**src/rtl/fifo_wr_arbiter.sv**
```systemverilog
// Round-robin, packet-locking write arbiter feeding one shared FIFO with credit flow control.
// Define FIFO_WR_ARB_STATS_EN to build the saturating arbitration stall counter.
module fifo_wr_arbiter #(
    parameter int NUM_REQ    = 4,
    parameter int FIFO_WIDTH = 16,
    parameter int FIFO_DEPTH = 8
) (
    input  logic                          clk,
    input  logic                          rst_n,
    input  logic [NUM_REQ-1:0]            req,
    input  logic [NUM_REQ-1:0]            req_last,
    input  logic [NUM_REQ*FIFO_WIDTH-1:0] req_data,
    output logic [NUM_REQ-1:0]            gnt,
    output logic                          fifo_wr_en,
    output logic [FIFO_WIDTH-1:0]         fifo_data_in,
    input  logic                          fifo_rd_pop,
    input  logic                          fifo_overflow,
    output logic [$clog2(FIFO_DEPTH):0]   credit,
    output logic                          err_overflow,
    output logic [15:0]                   stall_cnt
);
    localparam int IW = $clog2(NUM_REQ);
    localparam int CW = $clog2(FIFO_DEPTH) + 1;
    localparam logic [CW-1:0] DEPTH_C    = CW'(FIFO_DEPTH);
    localparam logic [IW-1:0] LAST_IDX_C = IW'(NUM_REQ - 1);
    localparam logic [IW:0]   NUM_REQ_C  = (IW+1)'(NUM_REQ);

    typedef enum logic [0:0] {ARB = 1'b0, LOCK = 1'b1} state_t;

    state_t                  state_r, state_nxt_s;
    logic [IW-1:0]           ptr_r, ptr_nxt_s;
    logic [IW-1:0]           owner_r, owner_nxt_s;
    logic [IW-1:0]           pick_idx_s;
    logic [IW:0]             rr_sum_s;
    logic                    pick_vld_s;
    logic                    accept_s;
    logic                    last_s;
    logic [NUM_REQ-1:0]      gnt_s;
    logic [CW-1:0]           credit_r;
    logic                    fifo_wr_en_r;
    logic [FIFO_WIDTH-1:0]   fifo_data_r;
    logic                    err_overflow_r;

    function automatic logic [IW-1:0] next_idx(input logic [IW-1:0] idx);
        return (idx == LAST_IDX_C) ? {IW{1'b0}} : idx + IW'(1);
    endfunction

    // Candidate selection: owner while locked, else first requester at or after the pointer
    always_comb begin
        pick_vld_s = 1'b0;
        pick_idx_s = '0;
        rr_sum_s   = '0;
        if (state_r == LOCK) begin
            pick_vld_s = req[owner_r];
            pick_idx_s = owner_r;
        end else begin
            for (int k = 0; k < NUM_REQ; k++) begin
                rr_sum_s = {1'b0, ptr_r} + (IW+1)'(k);
                rr_sum_s = (rr_sum_s >= NUM_REQ_C) ? rr_sum_s - NUM_REQ_C : rr_sum_s;
                if (!pick_vld_s && req[rr_sum_s[IW-1:0]]) begin
                    pick_vld_s = 1'b1;
                    pick_idx_s = rr_sum_s[IW-1:0];
                end else begin
                    pick_vld_s = pick_vld_s;
                end
            end
        end
    end

    // Grant only with a free slot and outside reset
    always_comb begin
        gnt_s = '0;
        if (rst_n && pick_vld_s && (credit_r != '0)) begin
            gnt_s[pick_idx_s] = 1'b1;
        end else begin
            gnt_s = '0;
        end
    end

    assign accept_s = |gnt_s;
    assign last_s   = req_last[pick_idx_s];

    // Next-state, pointer and owner update
    always_comb begin
        state_nxt_s = state_r;
        ptr_nxt_s   = ptr_r;
        owner_nxt_s = owner_r;
        case (state_r)
            ARB: begin
                if (accept_s && !last_s) begin
                    state_nxt_s = LOCK;
                    owner_nxt_s = pick_idx_s;
                end else if (accept_s) begin
                    ptr_nxt_s = next_idx(pick_idx_s);
                end else begin
                    state_nxt_s = ARB;
                end
            end
            LOCK: begin
                if (accept_s && last_s) begin
                    state_nxt_s = ARB;
                    ptr_nxt_s   = next_idx(owner_r);
                end else begin
                    state_nxt_s = LOCK;
                end
            end
            default: begin
                state_nxt_s = ARB;
                ptr_nxt_s   = '0;
            end
        endcase
    end

    // FSM state register
    always_ff @(posedge clk or negedge rst_n) begin
        if (!rst_n) begin
            state_r <= ARB;
            ptr_r   <= '0;
            owner_r <= '0;
        end else begin
            state_r <= state_nxt_s;
            ptr_r   <= ptr_nxt_s;
            owner_r <= owner_nxt_s;
        end
    end

    // Registered FIFO write port; data holds when no beat was accepted
    always_ff @(posedge clk or negedge rst_n) begin
        if (!rst_n) begin
            fifo_wr_en_r <= 1'b0;
            fifo_data_r  <= '0;
        end else begin
            fifo_wr_en_r <= accept_s;
            fifo_data_r  <= accept_s ? req_data[pick_idx_s*FIFO_WIDTH +: FIFO_WIDTH] : fifo_data_r;
        end
    end

    // Free-slot tracking; a pop with the FIFO already empty of our writes is ignored
    always_ff @(posedge clk or negedge rst_n) begin
        if (!rst_n) begin
            credit_r <= DEPTH_C;
        end else begin
            case ({accept_s, fifo_rd_pop})
                2'b10:   credit_r <= credit_r - CW'(1);
                2'b01:   credit_r <= (credit_r == DEPTH_C) ? credit_r : credit_r + CW'(1);
                default: credit_r <= credit_r;
            endcase
        end
    end

    // Sticky overflow flag
    always_ff @(posedge clk or negedge rst_n) begin
        if (!rst_n) begin
            err_overflow_r <= 1'b0;
        end else begin
            err_overflow_r <= err_overflow_r | fifo_overflow;
        end
    end

`ifdef FIFO_WR_ARB_STATS_EN
    logic [15:0] stall_cnt_r;

    // Count cycles where someone requests but nobody is granted
    always_ff @(posedge clk or negedge rst_n) begin
        if (!rst_n) begin
            stall_cnt_r <= 16'h0000;
        end else if ((|req) && (gnt_s == '0) && (stall_cnt_r != 16'hFFFF)) begin
            stall_cnt_r <= stall_cnt_r + 16'h0001;
        end else begin
            stall_cnt_r <= stall_cnt_r;
        end
    end

    assign stall_cnt = stall_cnt_r;
`else
    assign stall_cnt = 16'h0000;
`endif

    assign gnt          = gnt_s;
    assign fifo_wr_en   = fifo_wr_en_r;
    assign fifo_data_in = fifo_data_r;
    assign credit       = credit_r;
    assign err_overflow = err_overflow_r;

endmodule

```
**config.mk**
```make
export PLATFORM = sky130hd
export DESIGN_NAME = fifo_wr_arbiter
export DESIGN_NICKNAME = d
export VERILOG_FILES = /design/src/rtl/fifo_wr_arbiter.sv
export SDC_FILE = /design/constraint.sdc
export NUM_CORES = 1
export LEC_CHECK = 0
export CAP_MARGIN = 10
export CORE_MARGIN = 4
export CORE_UTILIZATION = 36
export DETAILED_ROUTE_END_ITERATION = 6
export PLACE_DENSITY_LB_ADDON = 0.15
export SETUP_SLACK_MARGIN = 0.15
export SLEW_MARGIN = 20
export SYNTH_ARGS = -nofsm -noshare
export SYNTH_HDL_FRONTEND = slang
export SYNTH_SLANG_ARGS = --single-unit
```
**constraint.sdc**
```tcl
create_clock -name clk -period 3.8 [get_ports clk]
set_input_delay 0.38 -clock clk [delete_from_list [all_inputs] [get_ports clk]]
set_output_delay 0.38 -clock clk [all_outputs]
set_load 0.01 [all_outputs]
```
; ---- Word-level counts from Yosys, hierarchy flattened
; Cells that the tools add are included.
[op_classes]
reduce_logical = 18
n_bitwise = 2
shift = 1
n_lt_le_gt_ge = 11
n_eq_ne = 9
div = 0
addsub = 11
n_mux = 43
mul = 0
[op_table]
columns = cell, n
row1 = indexed part select 64 x 7 -> 16 bit, 1
row2 = two-way mux 2 bit, 14
row3 = less-than comparator 2 x 3 -> 1 bit (second input constant), 6
row4 = two-way mux 1 bit, 17
row5 = binary-select mux 1 bit (select 2 bit), 6
row6 = greater-or-equal comparator 3 bit (second input constant), 3
row7 = logical AND 1 bit, 8
row8 = two-way mux 4 bit, 2
row9 = case mux 4 bit (2 select lines), 1
row10 = subtractor 2 x 1 -> 2 bit (second input constant), 4
row11 = adder 2 x 2 -> 3 bit (second input constant), 2
row12 = equality test 2 bit (second input constant), 3
row13 = != test 2 bit (second input constant), 3
row14 = adder 2 x 1 -> 2 bit (second input constant), 2
row15 = adder 4 x 1 -> 4 bit (second input constant), 1
row16 = equality test 4 bit (second input constant), 1
row17 = logical NOT 1 bit, 4
row18 = case mux 2 bit (2 select lines), 1
row19 = AND reduction 2 bit, 2
row20 = nonzero test 4 bit, 1
row21 = OR reduction 4 bit, 1
row22 = subtractor 4 x 1 -> 4 bit (second input constant), 1
row23 = adder 2 x 1 -> 3 bit (second input constant), 1
row24 = greater-or-equal comparator 2 x 3 -> 1 bit (second input constant), 1
row25 = 9 further kinds, 9
[word_totals]
latch_bits = 0
register_bits = 27
out_inout_bits = 42
word_cells = 102
rom_bits = 0
n_memories = 0
ram_bits = 0

; ---- Longest topological paths before layout
[logic_depth]
ltp_word = 27
depth_mapped = 17
depth_no_buf = 12

; ---- Worst setup path after synthesis
; No wires, ideal clock.
[synth_timing]
path_kind = flip-flop to flip-flop
from = register ptr_r[0]
to = register credit_r[3], in the netlist credit[3]
stages_incl_launch_ff = 16
synth_period_minus_slack_ns = 3.656
arrival_ns = 3.572
n_path_buf = 3
path_slack_ns = 0.144
cell_sequence = dfrtp_1 and2b_2 o21ai_0 a32o_2 inv_2 buf_1 ha_1 o31ai_4 buf_6 buf_2 nand2_1 ha_1 a21o_1 a21o_1 or4_1 o221ai_1
[synth_between]
elab_chain_len = 27
[synth_rtl]
columns = item, line_no
row1 = "start, declared", 31  ; logic [IW-1:0] ptr_r, ptr_nxt_s;
row2 = "start signal, assigned", 122  ; ptr_r <= ptr_nxt_s;
row3 = greater-or-equal comparator 2 x 3 -> 1 bit / subtractor 2 x 1 -> 2 bit (equally long branches), 59  ; rr_sum_s = (rr_sum_s >= NUM_REQ_C) ? rr_sum_s - NUM_REQ_C : rr_sum_s;
row4 = two-way mux 2 bit, 59
row5 = binary-select mux 1 bit (select 2 bit), 60  ; if (!pick_vld_s && req[rr_sum_s[IW-1:0]]) begin
row6 = two-way mux 1 bit (implied by the code), 60
row7 = two-way mux 1 bit, 60
row8 = two-way mux 1 bit, 53  ; if (state_r == LOCK) begin
row9 = logical NOT 1 bit, 60
row10 = logical AND 1 bit, 60
row11 = [... 11 more ...], -
row12 = logical AND 1 bit (implied by the code), 74  ; gnt_s[pick_idx_s] = 1'b1;
row13 = two-way mux 1 bit (implied by the code), 74
row14 = demux 1 bit (select 2 bit), 74
row15 = two-way mux 4 bit (*), 73  ; if (rst_n && pick_vld_s && (credit_r != '0)) begin
row16 = OR reduction 4 bit (*), 80  ; assign accept_s = |gnt_s;
row17 = equality test 2 x 1 -> 1 bit / equality test 2 bit (equally long branches), 143  ; case ({accept_s, fifo_rd_pop})
row18 = != test 2 bit (no line) / nonzero test 2 bit (equally long branches), -
row19 = AND reduction 2 bit (no line), -
row20 = "end signal, assigned", 144  ; 2'b10: credit_r <= credit_r - CW'(1);
row21 = "end signal, assigned", 145  ; 2'b01: credit_r <= (credit_r == DEPTH_C) ? credit_r : credit_r + CW'(1);
row22 = "end signal, assigned", 146  ; default: credit_r <= credit_r;
row23 = "end, declared", 39  ; logic [CW-1:0] credit_r;
; Every way passes the cells marked *; elsewhere a longest branch is shown, timed or not. The select of a mux whose other input is x is not followed.
; A chain may end at the register's enable or synchronous reset.

; ---- Final worst setup path
[layout_timing]
from = input port req[0]
to = register credit_r[3], in the netlist credit[3]
[layout_between]
elab_chain_len = 25
[layout_rtl]
columns = item, line_no
row1 = "start, declared", 10  ; input logic [NUM_REQ-1:0] req,
row2 = binary-select mux 1 bit (select 2 bit), 60
row3 = two-way mux 1 bit (implied by the code), 60
row4 = two-way mux 1 bit, 60
row5 = two-way mux 1 bit, 53
row6 = logical NOT 1 bit, 60
row7 = logical AND 1 bit, 60
row8 = two-way mux 1 bit, 60
row9 = two-way mux 1 bit, 53
row10 = [... 9 more ...], -
row11 = logical AND 1 bit (implied by the code), 74
row12 = two-way mux 1 bit (implied by the code), 74
row13 = demux 1 bit (select 2 bit), 74
row14 = two-way mux 4 bit (*), 73
row15 = OR reduction 4 bit (*), 80
row16 = equality test 2 x 1 -> 1 bit / equality test 2 bit (equally long branches), 143
row17 = != test 2 bit (no line) / nonzero test 2 bit (equally long branches), -
row18 = AND reduction 2 bit (no line), -
; Marks and branches as above.

==> results.md <==
Die:
- For this configuration, the core starts out at a cell density of 0.382.
- Measured along the y axis, the die boundary spans between 80 and 90 µm.
- The core region is 0.00564 mm².
- Row generation in the floorplan step produced 27 rows.
- around 120 I/O pins were placed.
- The die width is 85.4 µm.
- The die covers 0.00729 mm².

Layout:
- The area growth from synthesis to layout is 48.2%.
- In the final layout, the share of cells above drive strength 1 is 0.157.
- 0 antenna diodes ended up in the layout.
- In the final design database the tool counted 394 nets.
- The non-filler instance count after layout is around 380.

STA:
- Of the available clock period, the critical path in the final layout requires 0.903.
- The number of max-slew violations in the final report is 0.
- The worst path meets setup with 0.370 ns of slack.
- Adding up every negative setup slack in the final design gives 0 ns.
- The final count of hold timing violations is 0.
- Setup repair after global routing left no endpoint under its margin.
- The shortest period the worst path allows is 3.43 ns.
- Across the routed clock network, the largest skew measured is roughly 0.011 ns.
- The worst pin sits at a relative slew slack of 0.625.
- For the pin with the worst max-slew slack, the measured transition is 0.562 ns.
- The timing-limited maximum frequency is 292 MHz.
- The final number of setup-violating endpoints is 0.

CTS:
- Clock tree synthesis found a total of 27 sinks.
- The number of buffers added by the clock tree synthesis step is 3.
- CTS built an H-tree with a depth of 1.
- The clock tree from TritonCTS is built.
- The number of buffers between clock root and the deepest sink is 2.
- At the later pin of the worst-skew pair, clock insertion delay measures around 0.28 ns.
- Gates resized during post-CTS repair numbered 0.
- Buffers added to address setup during post-CTS repair amount to 0.
- The number of hold-repair buffers added at the cts stage is 0.
- The clock transition at the registers of the reported paths is roughly 0.1 ns.
- The root buffer selected by CTS is sky130_fd_sc_hd__clkbuf_8.

Worst setup path:
- STA puts the critical path data required time at roughly 4 ns.
- STA puts the critical path data arrival time at 3.63 ns.
- The maximum fanout encountered on the critical timing path is 5.
- The classification of the worst setup path is input pin to register.
- The worst setup path is captured at a register.
- The startpoint type of the worst setup path is an input pin.

Global routing:
- The global-route usage over all layers is 0.144.
- The initial antenna violation count is 0.
- The maximum number of pins on one net before global-route repair is 42.
- The remaining global-route overflow is 0.
- The first-pass GRT wire length is 8650 µm.
- The number of global-route vias before repair is 1,793.

Power:
- Of the total power, registers draw 0.246.
- Across the VDD grid, the largest voltage drop is roughly 0.29 mV.
- Of the total power, combinational logic draws 0.680.
- The cell internal power dissipation is ~0.0013 W.
- The switching share of power is 0.413.
- The areal power density over the cells is 706 mW/mm².
- The fraction of power consumed by the clock network is 0.074.
- The static leakage is 1.37 nW.
- The switching power of the nets is 0.000933 W.

Synth:
- After synthesis, the share of flip-flops with an asynchronous set or reset is 1.00.
- The total of flip-flops plus latches after synthesis is 27.
- Yosys mapped the design onto 53 distinct sky130hd cell types.
- The area fraction of the dominant cell type after synthesis is 0.302.
- By area the synthesized netlist is led by sky130_fd_sc_hd__dfrtp_1, sky130_fd_sc_hd__mux2i_1, sky130_fd_sc_hd__mux2_2.
- The synthesized cell area is 0.00216 mm².
- The number of warning messages in the yosys log is 0.
- The part of the Yosys area used for sequential elements is 0.314.
- The gate count after technology mapping is between 200 and 250.
- For this run, the leading register cell type out of synthesis is sky130_fd_sc_hd__dfrtp_1.
- A synthesized cell averages 10.1 µm².
- Yosys mapped a number of flops with a built-in enable equal to 0.
- Summed over all instances, the cell type with the most area after synthesis is sky130_fd_sc_hd__dfrtp_1.

Drt:
- In the routed design, unresolved DRC markers number 0.
- The via-per-instance ratio is around 4.8.
- For this block, the via count after detailed routing is 1,856.
- The count of antenna-violating nets left after detailed routing is 0.
- The routed wire length per instance is between 10 and 15 µm.
- The total wire length after detailed routing is 5600 µm.
- After the first detailed-routing iteration, the DRC count stood at 31.
- The first detailed-routing pass ran for 4 iterations.

Placed design:
- The final weighted congestion in routability-driven placement is between 0.7 and 0.8.
- After legalization and detailed placement, the total HPWL measured 4440 µm.
- The setup slack after placement is 0.0709 ns.
- In this run, placement finished with an instance count of 380.
- Port buffering added 101 buffers.

Hold path:
- The worst hold path belongs to the class register to register.

Job:
- Max-cap violations in this run came to 0.

Run status:
- The run finished with clean final reports.
worst max-delay path, stage by stage:
cell                              delay (ns)
sky130_fd_sc_hd__clkdlybuf4s50_1        0.55
sky130_fd_sc_hd__nand2_2                0.10
sky130_fd_sc_hd__a2111oi_4              0.39
sky130_fd_sc_hd__or3_1                  0.33
sky130_fd_sc_hd__inv_4                  0.05
sky130_fd_sc_hd__ha_1                   0.23
sky130_fd_sc_hd__o31ai_4                0.27
sky130_fd_sc_hd__nand2_1                0.14
sky130_fd_sc_hd__ha_1                   0.31
sky130_fd_sc_hd__a21o_1                 0.18
sky130_fd_sc_hd__a21o_1                 0.20
sky130_fd_sc_hd__or4_1                  0.40
sky130_fd_sc_hd__o221ai_1               0.09
final timing paths:
kind                                         from                          end  slack [ns]  depth (start not counted)
setup / recovery                           req[0]        credit[3]$_DFFE_PN1P_        0.37                         13
hold / removal             err_overflow$_DFF_PN0_       err_overflow$_DFF_PN0_        0.49                          1
setup reg to reg             ptr_r[1]$_DFFE_PN0P_        credit[3]$_DFFE_PN1P_        0.57                         12
hold reg to reg            err_overflow$_DFF_PN0_       err_overflow$_DFF_PN0_        0.49                          1
max in group asynchronous                   rst_n        credit[3]$_DFFE_PN1P_        3.00                          2
min in group asynchronous                   rst_n  fifo_data_in[0]$_DFFE_PN0P_        0.50                          2
Yosys cell counts, types with 3 or more instances:
master,count
sky130_fd_sc_hd__nor2_1,11
sky130_fd_sc_hd__ha_1,4
sky130_fd_sc_hd__nand2_1,22
sky130_fd_sc_hd__mux2i_1,34
sky130_fd_sc_hd__buf_8,3
sky130_fd_sc_hd__mux2_2,21
sky130_fd_sc_hd__dfrtp_1,26
sky130_fd_sc_hd__buf_2,4
sky130_fd_sc_hd__o21ai_0,19
sky130_fd_sc_hd__buf_4,17
stage by stage:
step                      power, W  cell area, µm²  hold WS [ns]  utilization
after floorplan            0.00166            2210        0.0844            -
after global placement     0.00210            3150         0.445        0.558
after detailed placement   0.00212            3150         0.466        0.558
after CTS                  0.00229            3200         0.492        0.566
after global routing       0.00245            3200         0.506        0.566
final                      0.00226            3200         0.488        0.566
power groups by stage:
| stage | registers [W] | logic [W] | clock network (W) |
|---|---|---|---|
| after floorplan | 0.000578 | 0.00108 | 0 |
| after global routing | 0.000576 | 0.00169 | 0.000182 |
| after global placement | 0.000562 | 0.00154 | 0 |
| final | 0.000554 | 0.00154 | 0.000167 |
| after detailed placement | 0.000560 | 0.00156 | 0 |
| after CTS | 0.000556 | 0.00156 | 0.000175 |
cell usage in the layout, fill, tap and decap left out, drive strengths merged, types with 2 or more instances in the layout:
cell,n
o31ai,3
mux2,21
o211ai,2
nand2,23
o21ai,19
or3,2
ha,4
inv,5
nor2b,3
buf,6
dfrtp,26
a21oi,2
clkdlybuf4s50,101
nor3,3
a211oi,3
conb,16
mux2i,34
nand3,2
clkbuf,3
a21o,2
nor2,11
flip-flops by register name (all words and copies together) (netlist names), named ones only:
name / cells
err_overflow: 1
ptr_r: 2
fifo_wr_en: 1
owner_r: 2
credit: 4
fifo_data_in: 16
routing by layer:
metal / routed length (µm) / GRT usage / vias to the layer above
met2: 2740 / 0.239 / 71
li1: - / - / 922
met5: 0 / 0 / -
met4: 108 / 0.0532 / 0
met1: 2300 / 0.181 / 857
met3: 457 / 0.0359 / 6
cell type report:
class                           count  area, µm²
Clock buffer                        3       41.3
Timing Repair Buffer              107       1060
Clock inverter                      1       7.51
Sequential cell                    27        677
Tap cell                           72       90.1
Multi-Input combinational cell    169       1300
Fill cell                         541       2450
Inverter                            5       21.3
cells by family (layout without fill, tap and decap cells):
family | after synthesis | in the layout | share of synthesized area
fa+ha+maj | 5 | 5 | 0.0325
compound gates | 39 | 39 | 0.140
other cells | 1 | 16 | 0.00174
simple gates | 51 | 51 | 0.117
buf+inv | 32 | 116 | 0.108
xor+xnor | 2 | 2 | 0.00813
flops | 27 | 27 | 0.314
mux | 56 | 56 | 0.278
Power figures use the tool's default switching activity.
